==> config.mk <==
export PLATFORM = sky130hd
export DESIGN_NAME = split_bus_arbiter_flat
export DESIGN_NICKNAME = d
export VERILOG_FILES = /design/src/rtl/split_bus_arbiter_pkg.sv /design/src/rtl/split_bus_arbiter_if.sv /design/src/rtl/split_bus_arbiter_pick.sv /design/src/rtl/split_bus_arbiter.sv /design/src/flat_wrapper.sv
export SDC_FILE = /design/constraint.sdc
export NUM_CORES = 1
export LEC_CHECK = 0
export ABC_AREA = 1
export BUFFER_PORTS_ARGS = -buffer_cell sky130_fd_sc_hd__buf_2
export CORE_AREA = 2 2 39 41
export CTS_CLUSTER_SIZE = 8
export DETAILED_ROUTE_END_ITERATION = 12
export DIE_AREA = 0 0 41 43
export PLACE_DENSITY = 0.72
export SLEW_MARGIN = 15
export SYNTH_ARGS = -nofsm -noshare
export SYNTH_HDL_FRONTEND = slang
export SYNTH_SLANG_ARGS = --single-unit
==> constraint.sdc <==
create_clock -name clk -period 1.6 [get_ports clk]
set_clock_uncertainty 0.2 [all_clocks]
set_input_delay 0.24 -clock clk [delete_from_list [all_inputs] [get_ports clk]]
set_output_delay 0.24 -clock clk [all_outputs]
set_load 0.01 [all_outputs]
==> src/rtl/split_bus_arbiter_pkg.sv <==
// Shared types and constants for the two-master split-transaction bus arbiter.
package arb_pkg;

    typedef enum logic [1:0] {
        IDLE   = 2'd0,
        OWN_M1 = 2'd1,
        OWN_M2 = 2'd2
    } state_e;

    // Identity of the most recently granted master, used for round-robin ties.
    typedef enum logic {
        MST_M1 = 1'b0,
        MST_M2 = 1'b1
    } master_e;

    localparam logic [1:0] GNT_IDLE = 2'b00;
    localparam logic [1:0] GNT_M1   = 2'b11;
    localparam logic [1:0] GNT_M2   = 2'b10;

endpackage

==> src/rtl/split_bus_arbiter_if.sv <==
// Bus-side handshake signals of the arbiter: requests, split control, grant.
interface split_bus_arbiter_if;

    logic       breq1;
    logic       breq2;
    logic       bbusy;
    logic       split;
    logic       split_done1;
    logic       split_done2;
    logic [1:0] bgrant;
    logic       msplit1;
    logic       msplit2;

    // Arbiter side: consumes requests and split events, drives select code.
    modport slave (
        input  breq1, breq2, bbusy, split, split_done1, split_done2,
        output bgrant, msplit1, msplit2
    );

    // System side: drives requests and split events, observes select code.
    modport master (
        output breq1, breq2, bbusy, split, split_done1, split_done2,
        input  bgrant, msplit1, msplit2
    );

endinterface

==> src/rtl/split_bus_arbiter_pick.sv <==
// Combinational winner select between two eligible requesters.
module arb_pick
    import arb_pkg::*;
#(
    parameter int unsigned RR_MODE = 0
) (
    input  logic    elig1,
    input  logic    elig2,
    input  master_e last_served,
    output logic    win1,
    output logic    win2
);

    // Single requester wins outright; ties go to M1 or to the least recently served.
    always_comb begin
        win1 = 1'b0;
        win2 = 1'b0;
        if (elig1 && elig2) begin
            if ((RR_MODE != 0) && (last_served == MST_M1)) begin
                win2 = 1'b1;
            end else begin
                win1 = 1'b1;
            end
        end else begin
            win1 = elig1;
            win2 = elig2;
        end
    end

endmodule

==> src/rtl/split_bus_arbiter.sv <==
// Two-master bus arbiter: ownership FSM, hold-time limit and split parking.
module split_bus_arbiter
    import arb_pkg::*;
#(
    parameter int unsigned RR_MODE  = 0,
    parameter int unsigned MAX_HOLD = 64
) (
    input  logic                 clk,
    input  logic                 rstn,
    split_bus_arbiter_if.slave   bus
);

    localparam int unsigned    CW      = $clog2(MAX_HOLD);
    localparam logic [CW-1:0] CNT_MAX = CW'(MAX_HOLD - 1);

    state_e        state_q, state_d;
    logic [1:0]    gnt_q, gnt_d;
    logic          ms1_q, ms1_d;
    logic          ms2_q, ms2_d;
    logic [CW-1:0] cnt_q, cnt_d;
    master_e       last_q, last_d;

    logic          elig1, elig2;
    logic          win1, win2;
    logic [CW-1:0] cnt_inc;

    // A parked master is not eligible until its split is resolved.
    assign elig1   = bus.breq1 & ~ms1_q;
    assign elig2   = bus.breq2 & ~ms2_q;
    assign cnt_inc = (cnt_q == CNT_MAX) ? cnt_q : cnt_q + CW'(1);

    arb_pick #(.RR_MODE(RR_MODE)) u_pick (
        .elig1       (elig1),
        .elig2       (elig2),
        .last_served (last_q),
        .win1        (win1),
        .win2        (win2)
    );

    // Next-state logic: grant from IDLE, then split / release / forced release.
    always_comb begin
        state_d = state_q;
        gnt_d   = gnt_q;
        cnt_d   = cnt_q;
        last_d  = last_q;
        // split_done clears the flag; a simultaneous split below sets it again.
        ms1_d   = ms1_q & ~bus.split_done1;
        ms2_d   = ms2_q & ~bus.split_done2;
        unique case (state_q)
            IDLE: begin
                cnt_d = '0;
                if (win1) begin
                    state_d = OWN_M1;
                    gnt_d   = GNT_M1;
                    last_d  = MST_M1;
                end else if (win2) begin
                    state_d = OWN_M2;
                    gnt_d   = GNT_M2;
                    last_d  = MST_M2;
                end
            end
            OWN_M1: begin
                if (bus.split) begin
                    ms1_d   = 1'b1;
                    state_d = IDLE;
                    gnt_d   = GNT_IDLE;
                    cnt_d   = '0;
                end else if ((!bus.breq1 && !bus.bbusy) ||
                             ((cnt_q == CNT_MAX) && elig2 && !bus.bbusy)) begin
                    state_d = IDLE;
                    gnt_d   = GNT_IDLE;
                    cnt_d   = '0;
                end else begin
                    cnt_d   = cnt_inc;
                end
            end
            OWN_M2: begin
                if (bus.split) begin
                    ms2_d   = 1'b1;
                    state_d = IDLE;
                    gnt_d   = GNT_IDLE;
                    cnt_d   = '0;
                end else if ((!bus.breq2 && !bus.bbusy) ||
                             ((cnt_q == CNT_MAX) && elig1 && !bus.bbusy)) begin
                    state_d = IDLE;
                    gnt_d   = GNT_IDLE;
                    cnt_d   = '0;
                end else begin
                    cnt_d   = cnt_inc;
                end
            end
            default: begin
                state_d = IDLE;
                gnt_d   = GNT_IDLE;
                cnt_d   = '0;
            end
        endcase
    end

    // State, registered outputs and hold counter; reset releases parked masters.
    always_ff @(posedge clk or negedge rstn) begin
        if (!rstn) begin
            state_q <= IDLE;
            gnt_q   <= GNT_IDLE;
            ms1_q   <= 1'b0;
            ms2_q   <= 1'b0;
            cnt_q   <= '0;
            last_q  <= MST_M2;
        end else begin
            state_q <= state_d;
            gnt_q   <= gnt_d;
            ms1_q   <= ms1_d;
            ms2_q   <= ms2_d;
            cnt_q   <= cnt_d;
            last_q  <= last_d;
        end
    end

    assign bus.bgrant  = gnt_q;
    assign bus.msplit1 = ms1_q;
    assign bus.msplit2 = ms2_q;

endmodule
==> src/flat_wrapper.sv <==
// flat-port wrapper written by rule: the top's interface ports become plain ports
module split_bus_arbiter_flat import arb_pkg::*;
#(
    parameter int unsigned RR_MODE  = 0,
    parameter int unsigned MAX_HOLD = 64
)
  (clk, rstn, bus_breq1, bus_breq2, bus_bbusy, bus_split, bus_split_done1, bus_split_done2, bus_bgrant, bus_msplit1, bus_msplit2);
  split_bus_arbiter_if bus_i ();
  input  logic clk;
  input  logic rstn;
  input wire logic [$bits(bus_i.breq1)-1:0] bus_breq1;
  input wire logic [$bits(bus_i.breq2)-1:0] bus_breq2;
  input wire logic [$bits(bus_i.bbusy)-1:0] bus_bbusy;
  input wire logic [$bits(bus_i.split)-1:0] bus_split;
  input wire logic [$bits(bus_i.split_done1)-1:0] bus_split_done1;
  input wire logic [$bits(bus_i.split_done2)-1:0] bus_split_done2;
  output wire logic [$bits(bus_i.bgrant)-1:0] bus_bgrant;
  output wire logic [$bits(bus_i.msplit1)-1:0] bus_msplit1;
  output wire logic [$bits(bus_i.msplit2)-1:0] bus_msplit2;
  assign bus_i.breq1 = bus_breq1;
  assign bus_i.breq2 = bus_breq2;
  assign bus_i.bbusy = bus_bbusy;
  assign bus_i.split = bus_split;
  assign bus_i.split_done1 = bus_split_done1;
  assign bus_i.split_done2 = bus_split_done2;
  assign bus_bgrant = bus_i.bgrant;
  assign bus_msplit1 = bus_i.msplit1;
  assign bus_msplit2 = bus_i.msplit2;
  split_bus_arbiter #(.RR_MODE(RR_MODE), .MAX_HOLD(MAX_HOLD)) u_core (.clk(clk), .rstn(rstn), .bus(bus_i));
endmodule
======== Word-level counts from Yosys, hierarchy flattened ========
Cells that the tools add are included.
cells by class
  add/sub/neg operators ................... 1
  equal/unequal tests ..................... 6
  multiplexer cells ....................... 21
  bitwise gates (word level) .............. 8
  reductions and logical operators ........ 14
operators with widths
  operator                                                                  count
  6-bit 2-to-1 mux                                                          5
  2-bit 2-to-1 mux                                                          7
  2-bit one-hot mux with 3 select lines                                     2
  6-bit one-hot mux with 2 select lines                                     1
  1-bit logical AND                                                         7
  6-bit by 1-bit adder with 6-bit output (second input constant)            1
  6-bit equality test (second input constant)                               1
  1-bit 2-to-1 mux                                                          6
  3-bit by 2-bit inequality test with 1-bit output (second input constant)  2
  1-bit AND                                                                 4
  1-bit NOT                                                                 4
  1-bit logical NOT                                                         3
  3-bit inequality test (second input constant)                             1
  3-bit AND reduction                                                       1
  2-bit by 1-bit equality test with 1-bit output (second input constant)    1
  2-bit equality test (second input constant)                               1
  2-bit logical NOT                                                         1
  1-bit logical OR                                                          2
word-level totals
  register bits after elaboration ......... 12
  bits of input ports ..................... 8
  word-level logic and storage cells ...... 55

======== Depth between registers and ports, before layout ========
  depth after elaboration ................. 8
  gate-level depth with buffers ........... 8

======== Hierarchy ========
A second synthesis with hierarchy kept.
second synthesis, totals
  cell total of the unflattened synthesis .. 93
  area total of the unflattened synthesis .. 752.0 µm²
by module, submodules not included
  module             times used  cells an instance  area an instance (µm²)  sequential area each (µm²)
  split_bus_arbiter  1           90                 740.7                   301.5
  arb_pick           1           3                  11.3                    0.0

======== Worst setup path before layout ========
No wires, ideal clock.
  kind .................................... register to register
  from .................................... register u_core.cnt_q[0]
  to ...................................... register u_core.cnt_q[1]
  setup time .............................. 121 ps
  data arrival time ....................... 1,130 ps
  required time ........................... 1,279 ps
  path slack .............................. 149 ps
  stages on the path, launching flop included .. 9
  buffers on the path ..................... 0
  clock period less this slack ............ 1,451 ps
  path through ............................ dfrtp_1 ha_1 nand2_2 nor2_4 nand4_1 nand3_2 nand2_2 nand2_2 nor2_1
between the ends
  word-level cells in the longest chain between the ends .. 7
  elaborated cells on any way between the ends .. 14
RTL lines
  item                                                                            RTL line                  source
  start: declaration                                                              split_bus_arbiter.sv:20   logic [CW-1:0] cnt_q, cnt_d;
  start signal: assignment                                                        split_bus_arbiter.sv:114  cnt_q <= cnt_d;
  branches (longest 6 deep; another with 6-bit by 1-bit adder with 6-bit output)  --
  6-bit one-hot mux with 2 select lines (*)                                       split_bus_arbiter.sv:49   unique case (state_q)
  via u_core.cnt_d[1]                                                             split_bus_arbiter.sv:20
Mark *: on every way through the listed nets, which the timed path passes.
A chain may end at the register's enable or synchronous reset.

======== Worst setup path in the final report ========
  from .................................... register u_core.cnt_q[1]
  to ...................................... register u_core.cnt_q[4]
The elaborated chain is that of the path after synthesis.

==> results.yml <==
pwr:
  vdd_ir_drop_max_mv: 0.812
  static-leakage-power_uw: 0.000436
  cellPowerDensity_nw_per_um2: 1210
timing:
  layout_worst_path_cycle_share: 0.988
  min_period_ns: 1.58
  report.final.slew_viol_count: 0
  fin_hold_ws_ns: 0.0432
  timing_worst_slew_pin_value_ns: 0.298
  grt_setup_unrepaired: "true"
  final-hold-violation-count: 0
  finalSetupViolations: 0
  maxClockFrequency_ghz: 0.632
  final_critical_path_setup_slack_ns: 0.0185
  final.setup.tns_ns: 0
  timing.max_slew.rel_slack: 0.799
detailed_routing:
  post_drt_wl_per_cell_um: 11.6
  initialDrtViolationCount: 19
  wl_final_um: 1380
  route.antenna.remaining_nets: 0
  routed_via_density: 4.85
  detail_route.drc_violations: 0
  drtPass1Iterations: 6
  num_vias: 577
logic_synthesis:
  synth.cells.most_frequent: "15 x sky130_fd_sc_hd__inv_1, 13 x sky130_fd_sc_hd__nand2_1, 12 x sky130_fd_sc_hd__nor2_1"
  syn_inst: 83
  synth.most_common_cell: "sky130_fd_sc_hd__inv_1"
  synthesis.area_per_instance_sq_um: 7.99
  seq_area_frac_synth: 0.415
  synth.top_cells.by_area: "sky130_fd_sc_hd__dfrtp_1 42%, sky130_fd_sc_hd__inv_1 8.5%, sky130_fd_sc_hd__ha_1 7.5%, sky130_fd_sc_hd__nand2_1 7.4%, sky130_fd_sc_hd__nor2_1 6.8%"
  mappedNetlistArea_sq_um: 663
  synth-edff-count: 0
  yosysTopAreaCellShare: 0.415
  synth-seq-cells: 11
  post_synth_net_total: 95
  ys.flop_type: "sky130_fd_sc_hd__dfrtp_1"
  synth-async-reset-ratio: 1.00
  yosysUniqueCellTypes: 17
  ys.warnings.count: 0
  synth_largest_area_cell: "sky130_fd_sc_hd__dfrtp_1"
global_route:
  globalRoute.busiestLayer: "met2"
  grt.met1_usage: 0.231
  pin_count_of_the_biggest_net_entering_global_routing: 12
  global_routing_met3_resource_utilization: 0.0314
  grt_overflow: 0
  vias_in_the_first_global_route: 516
  grt_pass1_wl_um: 2060
  grt_antenna_before_repair: 0
  gr-usage-met2: 0.253
  globalRouteTotalUtil: 0.174
run:
  maxCapViolCount: 0
setup_path:
  cp.required_ns: 1.57
  r2r_cells: 8
  startpoint_type: "flip-flop"
  crit-reg2reg-capture: "u_core.cnt_q[4]"
  rrSetupSlack_ns: 0.02
  criticalPathCategory: "reg2reg"
  endpoint_kind: "flip-flop"
  critPathArrivalTime_ns: 1.55
  r2r-start: "u_core.cnt_q[1]"
  timing.critical_path.fanout_max: 6
placement:
  routability_congestion_estimate_from_global_placement: 0.758
  placement.io_buffers: 11
  dpl.hpwl_um: 941
  preCtsSetupSlack_ns: 0.0234
  placedCellCount: 110
floorplanning:
  floorplan.die.width_um: 41
  floorplan.initialDensity: 0.479
  num_io_pins: 12
  die_height_um: 43
  fp.coreArea_sq_um: 1380
  floorplan.die_area_sq_um: 1760
  floorplan.rows: 14
finish:
  final.fill_count: 113
  final_nets: 116
  n_antenna_cell: 0
  postLayoutCoreUtil: 0.596
  drive_gt1_frac: 0.301
  syn2layout_area_growth_pct: 24.3
  post_layout_nonfiller_instances: 119
worst_hold_path:
  worst_min_delay_path_class: "in2reg"
  worstHoldStart: "bus_split"
  hold_path_end: "u_core.bus.msplit1"
  min_path_cells: 3
outcome:
  status: "complete, no violations"
clock_network:
  clkSlewWorstSetupHoldPaths_ns: 0.07
  tritoncts: "yes"
  clock_latency_ns: 0.28
  cts-root-buf: "sky130_fd_sc_hd__clkbuf_4"
  clock_sinks: 11
  htree_num_levels: 1
  cts_buffer_depth: 2
  cts_made_buffers: 3
## worst max-delay path, stage by stage (launching register included)
cell,delay [ns]
sky130_fd_sc_hd__dfrtp_1,0.39
sky130_fd_sc_hd__ha_2,0.20
sky130_fd_sc_hd__nand2_2,0.07
sky130_fd_sc_hd__nor2_4,0.12
sky130_fd_sc_hd__nand4_1,0.11
sky130_fd_sc_hd__nand3_2,0.15
sky130_fd_sc_hd__nand2_2,0.09
sky130_fd_sc_hd__nand2_4,0.10
sky130_fd_sc_hd__nor2_1,0.05
## logic make-up (layout without fill, tap and decap cells)
group / Yosys count / count (layout) / share of synthesized area
adders and majority gates: 4 / 4 / 0.0755
xor gates and xnor gates: 1 / 1 / 0.0132
DFF: 11 / 11 / 0.415
AOI/OAI and AO/OA: 8 / 8 / 0.0641
buffers and inverters: 17 / 37 / 0.102
and+or+nand+nor: 42 / 42 / 0.330
## layer usage
layer / routed length, um / vias to the layer above / share of wire
met1: 651 / 260 / 0.47
met5: 0 / - / 0
met4: 35 / 0 / 0.025
met2: 639 / 11 / 0.46
met3: 59 / 5 / 0.043
li1: - / 301 / -
## state kept, by name, indices dropped and copies added (netlist names)
name	cells
u_core.bus.bgrant	2
u_core.bus.msplit1	1
u_core.bus.msplit2	1
u_core.cnt_q	6
u_core.state_q	1
## area by class of cell
cell class	count	area, sq um	share of cell area
Sequential cell	11	275	0.334
Multi-Input combinational cell	55	335	0.407
Inverter	16	60.1	0.0728
Clock buffer	4	26.3	0.0319
Tap cell	16	20.0	0.0243
Timing Repair Buffer	17	108	0.131
## power breakdown
group,switching (uW),internal [uW],leakage (uW)
clock network,106,96.9,0.0000150
registers,41.2,338,0.000148
logic,243,169,0.000273
## cell usage in the layout (no fill, tap or decap)
master	n
sky130_fd_sc_hd__a21oi_1	2
sky130_fd_sc_hd__buf_2	11
sky130_fd_sc_hd__buf_4	3
sky130_fd_sc_hd__clkbuf_1	1
sky130_fd_sc_hd__clkbuf_4	3
sky130_fd_sc_hd__dfrtp_1	11
sky130_fd_sc_hd__dlygate4sd3_1	3
sky130_fd_sc_hd__ha_1	3
sky130_fd_sc_hd__ha_2	1
sky130_fd_sc_hd__inv_1	15
sky130_fd_sc_hd__inv_2	1
sky130_fd_sc_hd__nand2_1	13
sky130_fd_sc_hd__nand2_2	2
sky130_fd_sc_hd__nand2_4	1
sky130_fd_sc_hd__nand3_1	2
sky130_fd_sc_hd__nand3_2	3
sky130_fd_sc_hd__nand4_1	6
sky130_fd_sc_hd__nor2_1	9
sky130_fd_sc_hd__nor2_2	3
sky130_fd_sc_hd__nor2_4	2
sky130_fd_sc_hd__o21ai_0	4
sky130_fd_sc_hd__o22ai_1	2
sky130_fd_sc_hd__or2_2	1
sky130_fd_sc_hd__xor2_1	1
## how the worst max path moves through the flow
stage                                from  slack (ns)  cells after the start         endpoint
after CTS                 u_core.cnt_q[1]       0.005                      8  u_core.cnt_q[1]
after detailed placement  u_core.cnt_q[1]        0.02                      8  u_core.cnt_q[1]
after global placement    u_core.cnt_q[1]        0.09                      8  u_core.cnt_q[4]
after floorplan           u_core.cnt_q[0]        0.15                      8  u_core.cnt_q[1]
after global routing      u_core.cnt_q[1]       -0.06                      8  u_core.cnt_q[5]
final                     u_core.cnt_q[1]        0.02                      8  u_core.cnt_q[4]
## per-stage QoR
step	instance area (sq um)	total power (uW)
2_1_floorplan	663	648
3_3_place_gp	738	741
3_5_place_dp	738	752
4_1_cts	795	962
5_1_grt	825	1060
6_report	825	994
## repair_timing
item	in CTS	in global routing
setup buffers	0	2
hold endpoints to repair	13	0
hold buffers	3	0
setup endpoints to repair	0	9
gates resized for setup	0	5
No activity file was read; power rests on OpenSTA's default activity.
